[src/rtl/period_meter_pkg.sv]
// period_meter_pkg: shared FSM state type and default counter width for period_meter
package period_meter_pkg;
    localparam int DEF_WIDTH = 32;
    typedef enum logic [1:0] {ST_IDLE, ST_ARM, ST_MEASURE} state_t;
endpackage

[src/rtl/period_meter_edge_sync.sv]
// edge_sync: SYNC_STAGES-deep synchronizer on d plus one delay register for edge detection
// Ports: in_clk clock, reset async active-high, d async input,
//        level synchronized d, rise/fall one-cycle edge strobes on level
module edge_sync #(
    parameter int SYNC_STAGES = 2
) (
    input  logic in_clk,
    input  logic reset,
    input  logic d,
    output logic level,
    output logic rise,
    output logic fall
);
    logic [SYNC_STAGES-1:0] r_sync;
    logic                   r_d;
    always_ff @(posedge in_clk or posedge reset) begin
        if (reset) begin
            r_sync <= '0;
            r_d    <= 1'b0;
        end else begin
            r_sync <= {r_sync[SYNC_STAGES-2:0], d};
            r_d    <= r_sync[SYNC_STAGES-1];
        end
    end
    assign level = r_sync[SYNC_STAGES-1];
    assign rise  = level & ~r_d;
    assign fall  = ~level & r_d;
endmodule

[src/rtl/period_meter.sv]
// period_meter: measures period and high time of sig_in in in_clk cycles
// Ports: in_clk clock, reset async active-high, enable run/idle, sig_in measured wave,
//        period/high_time last measurement, valid update pulse, timeout no-rise level flag
module period_meter
    import period_meter_pkg::*;
#(
    parameter int WIDTH       = DEF_WIDTH,
    parameter int TIMEOUT     = 1_000_000,
    parameter int SYNC_STAGES = 2
) (
    input  logic             in_clk,
    input  logic             reset,
    input  logic             enable,
    input  logic             sig_in,
    output logic [WIDTH-1:0] period,
    output logic [WIDTH-1:0] high_time,
    output logic             valid,
    output logic             timeout
);
    localparam logic [WIDTH-1:0] LP_TIMEOUT = WIDTH'(TIMEOUT);
    state_t           r_state;
    logic [WIDTH-1:0] r_cnt;
    logic [WIDTH-1:0] r_hi_lat;
    logic             w_level_unused;
    logic             w_rise;
    logic             w_fall;
    edge_sync #(.SYNC_STAGES(SYNC_STAGES)) u_sync (
        .in_clk (in_clk),
        .reset  (reset),
        .d      (sig_in),
        .level  (w_level_unused),
        .rise   (w_rise),
        .fall   (w_fall)
    );
    always_ff @(posedge in_clk or posedge reset) begin
        if (reset) begin
            r_state   <= ST_IDLE;
            r_cnt     <= '0;
            r_hi_lat  <= '0;
            period    <= '0;
            high_time <= '0;
            valid     <= 1'b0;
            timeout   <= 1'b0;
        end else begin
            valid <= 1'b0;
            if (!enable) begin
                // dropping enable wins over any edge arriving in the same cycle
                r_state  <= ST_IDLE;
                r_cnt    <= '0;
                r_hi_lat <= '0;
                timeout  <= 1'b0;
            end else begin
                case (r_state)
                    ST_IDLE: r_state <= ST_ARM;
                    ST_ARM: begin
                        if (w_rise) begin
                            r_cnt   <= WIDTH'(1);
                            r_state <= ST_MEASURE;
                        end
                    end
                    ST_MEASURE: begin
                        // an edge landing on the timeout cycle still yields a measurement
                        if (w_rise) begin
                            period    <= r_cnt;
                            high_time <= r_hi_lat;
                            valid     <= 1'b1;
                            timeout   <= 1'b0;
                            r_cnt     <= WIDTH'(1);
                        end else if (r_cnt == LP_TIMEOUT) begin
                            timeout <= 1'b1;
                            r_cnt   <= '0;
                            r_state <= ST_ARM;
                        end else begin
                            r_cnt <= r_cnt + WIDTH'(1);
                            if (w_fall) r_hi_lat <= r_cnt;
                        end
                    end
                    default: r_state <= ST_IDLE;
                endcase
            end
        end
    end
endmodule

[config.mk]
export PLATFORM = sky130hd
export DESIGN_NAME = period_meter
export DESIGN_NICKNAME = d
export VERILOG_FILES = /design/src/rtl/period_meter_pkg.sv /design/src/rtl/period_meter_edge_sync.sv /design/src/rtl/period_meter.sv
export SDC_FILE = /design/constraint.sdc
export NUM_CORES = 1
export LEC_CHECK = 0
export ABC_AREA = 1
export BUFFER_PORTS_ARGS = -buffer_cell sky130_fd_sc_hd__buf_2
export CORE_ASPECT_RATIO = 0.6
export CORE_UTILIZATION = 50
export CTS_BUF_LIST = sky130_fd_sc_hd__clkbuf_16
export DETAILED_ROUTE_END_ITERATION = 8
export GPL_ROUTABILITY_DRIVEN = 0
export HOLD_SLACK_MARGIN = 0.06
export PLACE_DENSITY = 0.71
export RECOVER_POWER = 25
export SLEW_MARGIN = 5
export SYNTH_ARGS = -nofsm -noshare
export SYNTH_HDL_FRONTEND = slang
export SYNTH_SLANG_ARGS = --single-unit
export TNS_END_PERCENT = 20
[constraint.sdc]
create_clock -name in_clk -period 5.6 [get_ports in_clk]
set_clock_uncertainty 0.1 [all_clocks]
set_input_delay 0.28 -clock in_clk [delete_from_list [all_inputs] [get_ports in_clk]]
set_output_delay 0.28 -clock in_clk [all_outputs]
set_load 0.01 [all_outputs]
* Word-level counts from Yosys, hierarchy flattened
Cells that the tools add are included.
Storage, ports and cells: register bits 135, bits of input ports 4, output and inout port bits 66
Cells by class: add/subtract/negate cells 1, equal/unequal tests 12, multiplexer cells 22, bitwise operators 4, reductions and logical operators 6
Operators with widths (count):
- $mux 32 | 9
- $pmux 32 s2 | 1
- $add 32x1->32 const B | 1
- $eq 32x20->1 const B | 1
- $mux 2 | 4
- $mux 1 | 7
- $ne 3x1->1 const B | 2
- $ne 3x3->1 const B | 2
- $pmux 2 s3 | 1
- $reduce_and 3->1 | 2
- $ne 2x1->1 const B | 2
- $ne 2x2->1 const B | 2
- $reduce_and 2->1 | 2
- $reduce_and 4->1 | 1
- $ne 3x2->1 const B | 1
- $and 1x1->1 | 2
- $eq 2x1->1 const B | 1
- $eq 2x2->1 const B | 1
- $logic_not 2->1 | 1
- $not 1->1 | 2

* Depth between registers and ports, before layout
Gate-level depths: netlist of run 1.
depth in word-level cells 7, depth in mapped cells 12

* Hierarchy
A second synthesis of run 1 with hierarchy kept.
Second synthesis, totals: cells, all modules 707, area total of the unflattened synthesis 6184.7 µm²
Modules (own cells, without submodules):
- period_meter | times used 1, cells each 699, area each 6090.8 µm²
- edge_sync | times used 1, cells each 8, area each 93.8 µm²

* Worst setup path after synthesis of run 1
No wires, ideal clock.
path type reg2reg, start register r_cnt[0], end register r_cnt[17], data arrival time 1395 ps, data required time 5379 ps, path slack 3984 ps, stages on the path, launching flop included 13, path buffers 1, clock period less this slack 1616 ps, path through dfrtp_1 inv_1 ha_1 inv_1 nor2_1 nand2_1 nor2_1 nand2_1 nand3_1 nand2_1 buf_2 nand2_1 nor2_1
On the way: word-level cells in the longest chain between the ends 5
Ends and longest elaborated chain:
- start, declared | RTL line period_meter.sv:22 | logic [WIDTH-1:0] r_cnt;
- start signal, assigned | RTL line period_meter.sv:74 | r_cnt <= r_cnt + WIDTH'(1);
- $add 32x1->32 or $eq 32x20->1 (tied branches) | RTL line period_meter.sv:74, period_meter.sv:69
- $mux 32 (*) | RTL line period_meter.sv:69 | end else if (r_cnt == LP_TIMEOUT) begin
- $mux 32 (*) | RTL line period_meter.sv:63 | if (w_rise) begin
- $pmux 32 s2 (*) | RTL line period_meter.sv:53 | case (r_state)
- $mux 32 (*) | RTL line period_meter.sv:46 | if (!enable) begin
Mark *: on every way between the ends. The rest lies on a longest branch, timed or not. A chain may end at the register's enable or synchronous reset.

==> results of run 1 <==
[through the flow]
step	power, mW	hold WS [ns]
after floorplan	1.06	0.211
after global placement	1.08	0.250
after detailed placement	1.08	0.245
after CTS	2.26	0.258
after global routing	2.31	0.277
final	2.25	0.261
[layer usage]
layer  wire (um)  track usage, %
met1        6880            35.9
met3        1380            6.04
met5           0               0
met2        6980            40.6
met4         215            9.28
[path summary, 6_finish.rpt]
path / start / endpoint / slack [ns]
worst max-delay path: reset / r_hi_lat[25]$_DFFE_PP0P_ / 2.20
worst min-delay path: u_sync.r_sync[0]$_DFF_PP0_ / u_sync.r_sync[1]$_DFF_PP0_ / 0.26
worst max register to register: r_cnt[0]$_DFFE_PP0P_ / r_hi_lat[13]$_DFFE_PP0P_ / 2.98
worst min register to register: u_sync.r_sync[0]$_DFF_PP0_ / u_sync.r_sync[1]$_DFF_PP0_ / 0.26
max in group in_clk: r_cnt[0]$_DFFE_PP0P_ / r_hi_lat[13]$_DFFE_PP0P_ / 2.98
min in group asynchronous: reset / period[4]$_DFFE_PP0P_ / 1.39
[cell usage after synthesis, drive strengths merged]
cell type and n:
nand4 46, nor2 86, dfrtp 135, nor4 1
nor3 9, a22oi 1, inv 64, a31oi 1
o21ai 42, nand2 270, xnor2 2, ha 2
xor2 9, or2 1, clkinv 1, clkbuf 10
nand3 61, buf 27, a21oi 1
[state kept, by name, indices dropped and copies added, names as in the netlist]
register / count
r_state: 2
u_sync.r_d: 1
u_sync.r_sync: 2
r_cnt: 32
high_time: 32
period: 32
timeout: 1
valid: 1
r_hi_lat: 32
[cell families (layout without fill, tap and decap cells)]
| kind of cell | count (synthesis) | after routing | share of synthesized area [%] |
|---|---|---|---|
| AND/OR/NAND/NOR | 474 | 474 | 32.7 |
| flip-flops | 135 | 135 | 54.6 |
| buffers and inverters | 102 | 172 | 7.03 |
| AO/OA/AOI/OAI | 45 | 45 | 3.76 |
| XOR/XNOR | 11 | 11 | 1.56 |
| adder cells (fa/ha/maj) | 2 | 2 | 0.404 |
[where the power goes]
group	internal [mW]	leakage, nW	total [mW]	switching, mW
combinational	0.0136	1.35	0.0772	0.0636
clock	0.745	0.294	1.18	0.437
sequential	0.982	1.88	0.987	0.00498
[worst max-delay path, cell delays in order]
cell	delay, ns
dlygate4sd3_1	0.53
buf_2	0.12
clkinvlp_2	2.04
buf_4	0.78
[final cells by class]
class	instances	area share [%]
sequential	135	47.3
inverter	65	3.43
clock inverter	15	2.78
timing repair buffer	75	4.38
tap	165	2.89
multi-input combinational	532	33.3
clock buffer	17	5.95
==> out/summary.txt, run 1 <==
CTS max path bufs = 2
Arrival time worst endpoint = 3.81 ns
Vias = 5393
TritonRoute pass-1 iters = 5
Max-Cap Viols = 1
Clk sinks = 135
Final setup vio count = 0
CORE AREA = 0.0121 mm2
Multi-input logic area = 0.00238 mm2
Starting Density = 51.3%
Largest net degree at the start of global routing = 87
Clk slew on worst S/H paths = 0.06 ns
Die Span X = 146 um
I/O pin count = 70
Flops & latches, synth = 135
DRT iter0 DRCs = 480
Share of the synthesized area in the top cell type = 54.6%
Vias per cell = 5.37
Most frequent cells in the layout = nand2_1, dfrtp_1, nor2_1
Pre-CTS setup slack = 2.82 ns
Post-placement cell area = 0.00659 mm2
Total global routing overflow = 0
Detailed-route wire length = 15.5 mm
Post_cts resized = 0
Fin area = 0.00715 mm2
Syn Std Cell Area = 0.00619 mm2
CTS root buffer = clkbuf_16
LEAKAGE = 3.52 nW
Hold WC Path Type = reg -> reg
Syn nets = 775
First-pass GRT wire length = 25.6 mm
Synth area leader = dfrtp_1
Hold depth = 0
Fill count = 1110
TritonCTS clock tree = done
FF+latch area = 0.00338 mm2
DIE HEIGHT = 88.2 um
Synth unique cells = 29
Placed insts = 970
Synth area leaders = dfrtp_1, nand2_1, nor2_1
Number of CTS-inserted buffers = 17
Diode count = 0
Final Critical Period = 3.40 ns
PwrDens = 314 mW/mm2
Post-synthesis sequential area ratio = 54.6%
Fin nets = 832
Setup crit end kind = asynchronous set/reset pin
Total track usage = 25.9%
Crit path max fanout = 86
Pins Over Slew Limit = 87
Htree depth = 4
Ys Warns = 0
Setup repair after global routing missed its margin = no
Fin cells = 1004
Initial antenna violation count = 0
Synthesized netlist cell count = 769
Status = complete, but fails checks
Most common cell after layout, fill and taps aside = nand2_1
DRC = 0
Crit Path Category = in -> async
VDD IR max = 0.218 mV
WL/cell = 15.4 um
Std-Cell Rows = 31
Synthesized area per cell = 8.05 um2
Worst endpoint required time = 6.01 ns
F_max = 294 MHz
Worst relative slew slack = -145%
Final setup margin = 2.20 ns
Clk Latency, worst-skew pair = 0.42 ns
Hpwl dp = 10.6 mm
Post-route ant nets = 0
Port Buffer Count = 69
Final hold vios = 0
Setup TNS = 0 ns
Violated checks = max-capacitance violations, max-slew violations
Core Util, Final = 59.3%
Worst reg-to-reg path cell count = 8
Die ar. = 0.0128 mm2
Layout cells sized above 1 = 7.27%
Post-route clock period utilization = 60.7%
Number of global-route vias before repair = 5106
Number of setup buffers added after CTS = 0
Synth-to-layout area growth = 15.5%
Startpoint Class = input port
Cts hold-fix bufs = 2
Worst slew pin tran = 3.65 ns
No activity file was read; power rests on OpenSTA's default activity.
==> run 2: changes to the inputs <==
Settings changed: PLACE_DENSITY 0.71 to 0.74.
Clock period 5.6 ns to 2.7 ns, I/O delays scaled along.
==> run 2 against run 1 <==
Against the previous run:
- the run still ends with max-capacitance violations, max-slew violations left
- highest routed layer unchanged
- largest power group unchanged
- sequential share of layout area shrank 0.77 points
- critical path depth grew 7
- sequential cell count is the same
- non-clock buffer count grew 10
- critical endpoint is now r_cnt[7]$_DFFE_PP0P_
==> out/summary.txt, run 2 (synthesis gave the netlist of run 1 again) <==
TritonRoute pass-1 iters = 5 (unchanged)
Max-Cap Viols = 1 (unchanged)
Crit path from = r_cnt[0]$_DFFE_PP0P_
Pint = 3.53 mW (+100%)
Reg-to-reg slack, setup = 0.55 ns (-2.43 ns)
Top sig layer = met4
Total global routing overflow = 0 (unchanged)
Total track usage = 25.5% (-0.40 points)
Final hold vios = 0 (unchanged)
Fin cells = 1014 (+1.0%)
Critical Path, Cell by Cell = inv_1 -> ha_1 -> inv_1 -> nor2_1 -> nand2_1 -> nor2_1 -> nand2_1 -> nand3_1 -> nand2_1 -> inv_2 -> nor2_1
Psw = 1.05 mW (+110%)
Final setup margin = 0.546 ns (-1.65 ns)
Most frequent cells in the layout = nand2_1, dfrtp_1, nor2_1
Hold_ws = 0.273 ns (+0.0129 ns)
Met2 wire length = 6.60 mm (-5.4%)
Startpoint Class = register
Largest net degree at the start of global routing = 72 (-17%)
Worst reg-to-reg path cell count = 11 (+3)
Buf/Inv on CP = 3 (-1)
Clk slew on worst S/H paths = 0.06 ns (about the same)
Number of setup buffers added after CTS = 0 (unchanged)
Top delay family on crit path = simple AND/OR/NAND/NOR gates
Fin area = 0.00727 mm2 (+1.6%)
Setup TNS = 0 ns (unchanged)
Fill count = 1102 (-0.72%)
Crit path max fanout = 20 (-77%)
Diode count = 0 (unchanged)
Post-route clock period utilization = 79.8%
LEAKAGE = 3.66 nW (+4.0%)
Clk sinks = 135 (unchanged)
Sw Ratio = 23.0% (+0.44 points)
Hpwl dp = 10.4 mm (-1.4%)
Number of global-route vias before repair = 4952 (-3.0%)
Initial antenna violation count = 0 (unchanged)
CTS root buffer = clkbuf_16
R2r endpoint = r_cnt[7]$_DFFE_PP0P_
TritonCTS clock tree = done
Combinational fraction of design power = 3.8% (+0.4 points)
PwrDens = 631 mW/mm2 (+100%)
Pre-CTS setup slack = 0.597 ns (-2.22 ns)
Violated checks = max-capacitance violations, max-slew violations
WL/cell = 15.0 um (-2.3%)
Reg power frac = 44.6% (+0.7 points)
Crit path max-delay cell type = dfrtp_1
VDD IR max = 0.480 mV (+120%)
F_max = 464 MHz
Setup repair after global routing missed its margin = no
Met1 WL = 7.42 mm (+7.8%)
CORE AREA = 0.0121 mm2 (unchanged)
Setup crit end kind = register
Clk Latency, worst-skew pair = 0.42 ns (about the same)
Detailed-route wire length = 15.2 mm (-1.4%)
Max incr delay on CP = 0.41 ns (-1.63 ns)
DIE HEIGHT = 88.2 um (unchanged)
Die Span X = 146 um (unchanged)
Cell depth of the worst setup path = 11 (+7)
Fin nets = 842 (+1.2%)
I/O pin count = 70 (unchanged)
Final Critical Period = 2.15 ns
Met3 WL post-DR = 1.07 mm (-22%)
Die ar. = 0.0128 mm2 (unchanged)
Port Buffer Count = 69 (unchanged)
R2r startpoint = r_cnt[0]$_DFFE_PP0P_
Pwr Total = 4.58 mW (+100%)
Core Util, Final = 60.2% (+0.98 points)
Number of CTS-inserted buffers = 17 (unchanged)
Vias = 5400 (+0.13%)
Placed insts = 979 (+0.93%)
Most common cell after layout, fill and taps aside = nand2_1
Htree depth = 4 (unchanged)
Layout cells sized above 1 = 10.4% (+3.1 points)
Synth-to-layout area growth = 17.4%
Post_cts resized = 0 (unchanged)
Worst endpoint required time = 2.88 ns (-3.13 ns)
Setup crit end = r_cnt[7]$_DFFE_PP0P_
Pins Over Slew Limit = 36 (-59%)
Worst relative slew slack = -13.7% (+130 points)
Multi-input logic area = 0.00238 mm2 (unchanged)
CTS max path bufs = 2 (unchanged)
First-pass GRT wire length = 25.4 mm (-0.78%)
Starting Density = 51.3% (unchanged)
Hold Path Origin = u_sync.r_sync[0]$_DFF_PP0_
Hold WC Path Type = reg -> reg
Post-route ant nets = 0 (unchanged)
DRT iter0 DRCs = 478 (-0.42%)
DRC = 0 (unchanged)
Post-placement cell area = 0.00669 mm2 (+1.6%)
FF+latch area = 0.00338 mm2 (unchanged)
Final setup vio count = 0 (unchanged)
Worst slew pin tran = 1.70 ns (-1.95 ns)
Crit Path Category = reg -> reg
Vias per cell = 5.33 (-0.86%)
Std-Cell Rows = 31 (unchanged)
Clock share of power = 51.5% (-1.1 points)
Arrival time worst endpoint = 2.34 ns (-1.47 ns)
Status = complete, but fails checks
-- run 2: cell count changes in the layout (fill, tap and decap cells not counted), sizes merged --
cell         change
buf             +28
clkbuf          -19
bufinv           -1
clkinv           +1
clkinvlp         -1
dlygate4sd3      +1
inv              +1
-- run 2: cell type report --
type / count / share of cell area [%]
sequential: 135 / 46.5
clock buffer: 17 / 5.86
inverter: 65 / 3.38
multi-input combinational: 532 / 32.8
timing repair buffer: 85 / 6.22
clock inverter: 15 / 2.45
tap: 165 / 2.84
-- run 2: what timing repair did --
item	4_1_cts	5_1_grt
setup endpoints to repair	0	0
hold endpoints to repair	37	0
hold buffers	3	0
-- run 2: worst min-delay path by stage --
stage	end	slack [ns]	depth (start not counted)
after floorplan	u_sync.r_sync[0]$_DFF_PP0_	0.07	0
after global placement	u_sync.r_sync[0]$_DFF_PP0_	0.16	1
after detailed placement	u_sync.r_sync[0]$_DFF_PP0_	0.16	1
after CTS	u_sync.r_sync[0]$_DFF_PP0_	0.27	2
after global routing	u_sync.r_sync[0]$_DFF_PP0_	0.28	2
final	u_sync.r_sync[1]$_DFF_PP0_	0.27	0
-- run 2: routing by layer --
layer	global-route usage, %	up-vias
met2	38.5	204
li1	-	2604
met3	6.20	19
met4	6.79	0
met1	37.1	2573
met5	0	-
-- run 2: power by group through the flow --
stage	combinational [mW]	sequential (mW)	clock, mW
after floorplan	0.122	2.08	0
final	0.176	2.05	2.36
after global placement	0.170	2.08	0
after global routing	0.198	2.05	2.46
after detailed placement	0.173	2.08	0
after CTS	0.177	2.05	2.39
